==> src/rtl/cdn_reset_pkg.sv <==
// cdn_reset_pkg: shared states, default channel indices and the lowest-set-bit helper
// used by the reset sequencer.
package cdn_reset_pkg;

    localparam int MAX_CH  = 16;
    localparam int CH_PHY  = 0;
    localparam int CH_APB  = 1;
    localparam int CH_UC   = 2;
    localparam int CH_JTAG = 3;

    typedef enum logic [2:0] {
        ST_POR_HOLD,
        ST_ASSERT,
        ST_HOLD,
        ST_REL,
        ST_GAP,
        ST_DONE,
        ST_IDLE
    } state_e;

    // Returns a one-hot vector of the lowest set bit; zero in gives zero out.
    function automatic logic [MAX_CH-1:0] lowest_set(input logic [MAX_CH-1:0] v);
        return v & (-v);
    endfunction

endpackage

==> src/rtl/cdn_reset_sync.sv <==
// cdn_reset_sync: asynchronous-assert, synchronous-deassert reset synchroniser.
module cdn_reset_sync #(
    parameter int STAGES = 2
) (
    input  logic i_clk,
    input  logic i_rst_n,
    output logic o_rst_n
);

    logic [STAGES-1:0] r_sync;

    always_ff @(posedge i_clk or negedge i_rst_n) begin
        if (!i_rst_n)
            r_sync <= '0;
        else
            r_sync <= {r_sync[STAGES-2:0], 1'b1};
    end

    assign o_rst_n = r_sync[STAGES-1];

endmodule

==> src/rtl/cdn_reset_seq.sv <==
// cdn_reset_seq: ordered power-on release and masked run-time reset requests with
// programmable hold and staggered lowest-index-first release of NUM_CH domain resets.
module cdn_reset_seq
    import cdn_reset_pkg::*;
#(
    parameter int NUM_CH      = 4,
    parameter int CNT_W       = 8,
    parameter int POR_HOLD    = 16,
    parameter int GAP_CYC     = 4,
    parameter int SYNC_STAGES = 2
) (
    input  logic              clk,
    input  logic              reset_n,
    input  logic              req_valid,
    output logic              req_ready,
    input  logic [NUM_CH-1:0] req_mask,
    input  logic [CNT_W-1:0]  req_hold,
    output logic [NUM_CH-1:0] rst_out,
    output logic              busy,
    output logic              done
);

    if (NUM_CH < 1 || NUM_CH > MAX_CH) begin : g_bad_num_ch
        $error("cdn_reset_seq: NUM_CH must be 1..16");
    end
    if (SYNC_STAGES < 2) begin : g_bad_sync
        $error("cdn_reset_seq: SYNC_STAGES must be >= 2");
    end
    if (POR_HOLD >= (1 << CNT_W) || GAP_CYC >= (1 << CNT_W)) begin : g_bad_cnt
        $error("cdn_reset_seq: POR_HOLD and GAP_CYC must fit in CNT_W bits");
    end

    // The counter is loaded with N-1 on entry so the Nth cycle in a state is the exit cycle.
    localparam logic [CNT_W-1:0] POR_LD = CNT_W'(POR_HOLD > 0 ? POR_HOLD - 1 : 0);
    localparam logic [CNT_W-1:0] GAP_LD = CNT_W'(GAP_CYC > 0 ? GAP_CYC - 1 : 0);

    logic              w_rst_n;
    logic [NUM_CH-1:0] w_rel;
    logic [CNT_W-1:0]  w_hold_ld;
    state_e            r_state;
    logic [CNT_W-1:0]  r_cnt;
    logic [NUM_CH-1:0] r_pend;
    logic [NUM_CH-1:0] r_rst;
    logic              r_ready;
    logic              r_busy;
    logic              r_done;

    cdn_reset_sync #(.STAGES(SYNC_STAGES)) u_sync (
        .i_clk   (clk),
        .i_rst_n (reset_n),
        .o_rst_n (w_rst_n)
    );

    assign w_rel     = NUM_CH'(lowest_set(MAX_CH'(r_pend)));
    assign w_hold_ld = (req_hold == '0) ? '0 : req_hold - 1'b1;

    // Releases take effect on the edge entering REL, so REL is the first cycle the bit reads low.
    always_ff @(posedge clk or negedge w_rst_n) begin
        if (!w_rst_n) begin
            r_state <= ST_POR_HOLD;
            r_cnt   <= POR_LD;
            r_pend  <= '1;
            r_rst   <= '1;
            r_ready <= 1'b0;
            r_busy  <= 1'b1;
            r_done  <= 1'b0;
        end else begin
            r_done <= 1'b0;
            case (r_state)
                ST_IDLE: if (req_valid) begin
                    r_rst   <= r_rst | req_mask;
                    r_pend  <= req_mask;
                    r_cnt   <= w_hold_ld;
                    r_ready <= 1'b0;
                    r_busy  <= 1'b1;
                    r_done  <= ~|req_mask;
                    r_state <= |req_mask ? ST_ASSERT : ST_DONE;
                end
                ST_ASSERT: r_state <= ST_HOLD;
                ST_POR_HOLD, ST_HOLD, ST_GAP: begin
                    if (r_cnt != '0) begin
                        r_cnt <= r_cnt - 1'b1;
                    end else begin
                        r_rst   <= r_rst & ~w_rel;
                        r_pend  <= r_pend & ~w_rel;
                        r_state <= ST_REL;
                    end
                end
                ST_REL: begin
                    if (r_pend == '0) begin
                        r_done  <= 1'b1;
                        r_state <= ST_DONE;
                    end else if (GAP_CYC != 0) begin
                        r_cnt   <= GAP_LD;
                        r_state <= ST_GAP;
                    end else begin
                        r_rst  <= r_rst & ~w_rel;
                        r_pend <= r_pend & ~w_rel;
                    end
                end
                ST_DONE: begin
                    r_ready <= 1'b1;
                    r_busy  <= 1'b0;
                    r_state <= ST_IDLE;
                end
                default: r_state <= ST_DONE;
            endcase
        end
    end

    assign rst_out   = r_rst;
    assign req_ready = r_ready;
    assign busy      = r_busy;
    assign done      = r_done;

endmodule
==> config.mk <==
export PLATFORM = sky130hd
export DESIGN_NAME = cdn_reset_seq
export DESIGN_NICKNAME = d
export VERILOG_FILES = /design/src/rtl/cdn_reset_pkg.sv /design/src/rtl/cdn_reset_sync.sv /design/src/rtl/cdn_reset_seq.sv
export SDC_FILE = /design/constraint.sdc
export NUM_CORES = 1
export LEC_CHECK = 0
export CORE_MARGIN = 8
export CORE_UTILIZATION = 35
export DETAILED_ROUTE_END_ITERATION = 10
export MAX_ROUTING_LAYER = met4
export PLACE_DENSITY = 0.58
export SYNTH_ARGS = -nofsm -noshare
export SYNTH_HDL_FRONTEND = slang
export SYNTH_SLANG_ARGS = --single-unit
==> constraint.sdc <==
create_clock -name clk -period 0.9 [get_ports clk]
set_input_delay 0.09 -clock clk [delete_from_list [all_inputs] [get_ports clk]]
set_output_delay 0.09 -clock clk [all_outputs]
set_load 0.02 [all_outputs]
Word level (Yosys, flattened, before mapping) --
Index checks and enable logic that the tools add are counted.
Word-level totals: bits of input ports 15, output and inout port bits 7, register bits after elaboration 24, word-level logic and storage cells 63
Cells by class: bitwise gates (word level) 5, add/subtract/negate cells 3, eq/ne operators 10, reduce and logical (&&, ||, !) cells 14, muxes and demuxes 23
Operators with widths (count):
- $mux 8 | 4
- $pmux 8 s3 | 1
- $mux 4 | 4
- $pmux 4 s2 | 2
- $sub 8x1->8 const B | 2
- $pmux 3 s5 | 1
- $and 4x4->4 | 3
- $eq 3x3->1 const B | 3
- $mux 3 | 3
- $logic_not 8->1 | 1
- $ne 2x2->1 const B | 4
- $reduce_bool 8->1 | 1
- $eq 3x2->1 const B | 2
- $pmux 1 s2 | 3
- $mux 1 | 5
- $logic_not 4->1 | 1
- $neg 4->4 | 1
- $not 4->4 | 1
- $or 4x4->4 | 1
- $reduce_and 2->1 | 2
- $reduce_and 4->1 | 1
- $reduce_bool 2->1 | 2
- $reduce_or 4->1 | 1
- $eq 3x1->1 const B | 1
- other kinds (5) | 5

Depth between registers and ports, before layout --
depth in word-level cells 6, depth in mapped cells 8, gate-level depth less buffers 7

By module --
Synthesis repeated with hierarchy kept, for this count alone.
Unflattened totals: cells, all modules 153, area, all modules 1392.6 um^2
By module, submodules not included:
- cdn_reset_seq | cells each 150, times used 1, area an instance 1338.8 um^2, sequential area each 566.8 um^2
- cdn_reset_sync | cells each 3, times used 1, area an instance 53.8 um^2, sequential area each 50.0 um^2

Worst setup path before layout --
Ideal clock, no wire load.
path type register -> register, start reg r_cnt[0], end reg r_cnt[1], data required time 818 ps, library setup time 82 ps, path buffers 0, stages on the path, launching flop included 7, arrival time 1833 ps, slack -1015 ps, cells stage by stage dfstp_2 inv_1 ha_1 or2b_2 or4_4 nand3_4 mux2_2
Between the ends: word-level cells in the longest chain between the ends 3
Ends and longest elaborated chain:
- start, declared | RTL line cdn_reset_seq.sv:41 | logic [CNT_W-1:0] r_cnt;
- start signal, assigned | RTL line cdn_reset_seq.sv:73 | r_cnt <= w_hold_ld;
- start signal, assigned | RTL line cdn_reset_seq.sv:82 | r_cnt <= r_cnt - 1'b1;
- $sub 8x1->8 or $reduce_bool 8->1 (tied branches) | RTL line cdn_reset_seq.sv:82, cdn_reset_seq.sv:81
- $mux 8 or $ne 2x2->1 (tied branches)
- $pmux 8 s3 or $reduce_and 4->1 (tied branches)
Several ways; a longest one is shown, not always the timed one. The select of a mux whose other input is x is not followed. A chain may end at the register's enable or synchronous reset.

Final worst setup path --
start reg r_cnt[6], end reg r_cnt[1]
Between the ends: word-level cells in the longest chain between the ends 3
Ends and longest elaborated chain:
- $reduce_bool 8->1 | RTL line cdn_reset_seq.sv:81 | if (r_cnt != '0) begin
- $ne 2x2->1 (no source line)
- $reduce_and 4->1 (no source line)
Every way passes these cells.

==> metrics <==
run status=finished, violations left; failing checks=negative setup slack; Num CTS Buffers=3; Area Growth Syn to Fin=62.9%; antenna cell count=0; CTS tree=yes; row count=23; DRC Markers=0; wire length per cell=13.7 um; critical path arrival=2.18 ns; delay-heaviest family, CP=simple AND/OR/NAND/NOR gates; Min-Delay Path Class=reg -> async; R2R depth=4; slowest stage delay, CP=0.56 ns; Post-Syn Area=0.00144 mm2; vias in the first global route=1497; Die X=80.1 um; core area=0.00397 mm2; CP Depth=4; Fill cells=342; Final Worst Setup Slack=-1.07 ns; register area share after synthesis=0.429; Async S/R FF share, synth=1.00; MaxCap Viol Count=0; WP buf/inv=0; fin crit period=1.97 ns; endpoint type of the worst setup path=flop; Post-Syn Nets=174; CTS Buffer Depth=2; Synth Instances=157; via count=1456; Nets=258; Slew Limit Fails=0; Worst path slowest cell=or4_4; DP HPWL=3.05 mm; DRT Wirelength=3.97 mm; most frequent CP cell=or4_4; synth warn=0; overall power=7.36 mW; pwr/cell area=3140 mW/mm2; Sink Count=24; largest net degree at the start of global routing=23; synth unique cells=52; CP Class=reg -> reg; Die Y=80.1 um; total grt overflow=0; later-pin clock latency in the skew report=0.28 ns; GRT Util Overall=0.135; H-tree depth=1; die area=0.00641 mm2; count of flip-flops with a built-in enable after synthesis=0; Setup WS pre-CTS=-0.999 ns; largest area contributor in the synthesized netlist=dfstp_2; routed vias/inst=5.02; Mapped Avg Cell Area=9.16 um2; static leakage=1.04 nW; Fin. Hold Viols=0; share of post-route cells with drive strength above 1=0.496; Synth Flop Type=dfstp_2; area share of the leading cell type in the synthesized netlist=0.238; DR pass1 iterations=4; I/O pins=22; hold slack=0.205 ns; FF+latch area=617 um2; root buffer cell=clkbuf_8; global-route wire length before repair=6.73 mm; Critical Path Start Type=flop; Tcrit/Tclk final=2.19; post-layout util=0.590; RSZ-0062 raised after global routing=true; achievable clock frequency=508 MHz; multi-input logic area=836 um2; remaining antenna violation count after routing=0; main area contributors after synthesis=dfstp_2 24%, dfrtp_1 19%, o21ai_0 7.0%; Seq cells post-synth=24; Setup Skew=0.0106 ns; Final Setup Violations=27; worst path cell trace=or4_4 > or4_4 > nand3_4 > mux2_4; worst endpoint required time=1.11 ns; Critical Path Fanout Max=6; Placer Congestion=0.870; Reg clk slew, reported paths=0.09 ns; setup TNS=-19.36 ns; Max VDD drop=0.000905 V; Buffers on Ports=21; initial core utilization=0.362; DR iter-0 viols=42; initial antenna violation count=0
==> layout make-up <==
| cell class | count | share of cell area |
|---|---|---|
| multi-input cells | 119 | 0.357 |
| repair buffers | 85 | 0.321 |
| flip-flops and latches | 24 | 0.263 |
| well taps | 50 | 0.0267 |
| clock buffers | 4 | 0.0192 |
| inverters | 8 | 0.0128 |
==> layout by cell type (no fill, tap or decap), types with 7 or more instances in the layout <==
cell / Yosys / layout
o21ai_2: 2 / 8
buf_6: 1 / 17
clkdlybuf4s50_1: 0 / 14
nor2_1: 15 / 13
buf_4: 1 / 52
o21ai_1: 2 / 9
nand2_1: 13 / 13
dfrtp_1: 11 / 11
a21oi_1: 14 / 12
o21ai_0: 20 / 7
dfstp_2: 13 / 13
==> state kept, by name (all words and copies together), names as in the netlist <==
| name | cells |
|---|---|
| rst_out | 4 |
| r_pend | 4 |
| req_ready | 1 |
| done | 1 |
| r_state | 3 |
| r_cnt | 8 |
| busy | 1 |
| u_sync.r_sync | 2 |
==> synthesized netlist by cell type, types with 2 or more instances <==
| master | n |
|---|---|
| a21oi_1 | 14 |
| o21a_1 | 2 |
| inv_1 | 8 |
| o21ai_2 | 2 |
| o21ai_1 | 2 |
| clkbuf_1 | 2 |
| dfrtp_1 | 11 |
| nor2_1 | 15 |
| or4_4 | 2 |
| nor2b_1 | 4 |
| o21ai_0 | 20 |
| o22a_2 | 2 |
| a31oi_1 | 3 |
| dfstp_2 | 13 |
| nand2_1 | 13 |
| ha_1 | 2 |
| a22o_1 | 3 |
| or2_2 | 2 |
| nor3_1 | 4 |
==> logic make-up after synthesis <==
kind of cell	Yosys count	synth area share
fa+ha+maj	2	0.0174
xor+xnor	2	0.0122
buf+inv	14	0.0627
simple gates	51	0.191
compound gates	61	0.271
mux	2	0.0148
flops	24	0.429
other cells	1	0.00261
==> worst paths after layout <==
| kind | start | to | slack, ns |
|---|---|---|---|
| worst max-delay path | r_cnt[6]$_DFFE_PN0P_ | r_cnt[1]$_DFFE_PN1P_ | -1.07 |
| worst min-delay path | u_sync.r_sync[1]$_DFF_PN0_ | r_cnt[4]$_DFFE_PN0P_ | 0.21 |
| worst max register to register | r_cnt[6]$_DFFE_PN0P_ | r_cnt[1]$_DFFE_PN1P_ | -1.07 |
| worst min register to register | u_sync.r_sync[1]$_DFF_PN0_ | r_cnt[4]$_DFFE_PN0P_ | 0.21 |
| max in group asynchronous | reset_n | u_sync.r_sync[1]$_DFF_PN0_ | 0.28 |
| min in group clk | u_sync.r_sync[0]$_DFF_PN0_ | u_sync.r_sync[1]$_DFF_PN0_ | 0.36 |
==> per-stage QoR <==
stage,area [um2],instances
detailed placement,2120,277
global route,2340,290
CTS,2280,289
floorplan,1500,157
finish,2340,290
global placement,2120,277
==> routing by layer <==
metal  global-route usage  wire (um)  vias to the layer above
li1                     -          -                      735
met1                0.148       1700                      682
met2                0.234       2030                       30
met3               0.0190        138                        9
met4               0.0691        107                        0
met5                    -          0                        -
==> report_power, final <==
part           internal (mW)  switching, mW
Combinational           2.53           2.15
Clock                  0.317          0.354
Sequential              1.69          0.322
Total                   4.54           2.82
==> timing repair <==
item / 4_1_cts / 5_1_grt
resized for setup: 58 / 19
setup endpoints to repair: 29 / 29
hold buffers: 1 / 0
endpoints found under the hold margin: 2 / 0
cloned: 0 / 0
pin swaps: 10 / 11
buffers inserted: 8 / 3
No activity file was read; power rests on OpenSTA's default activity.
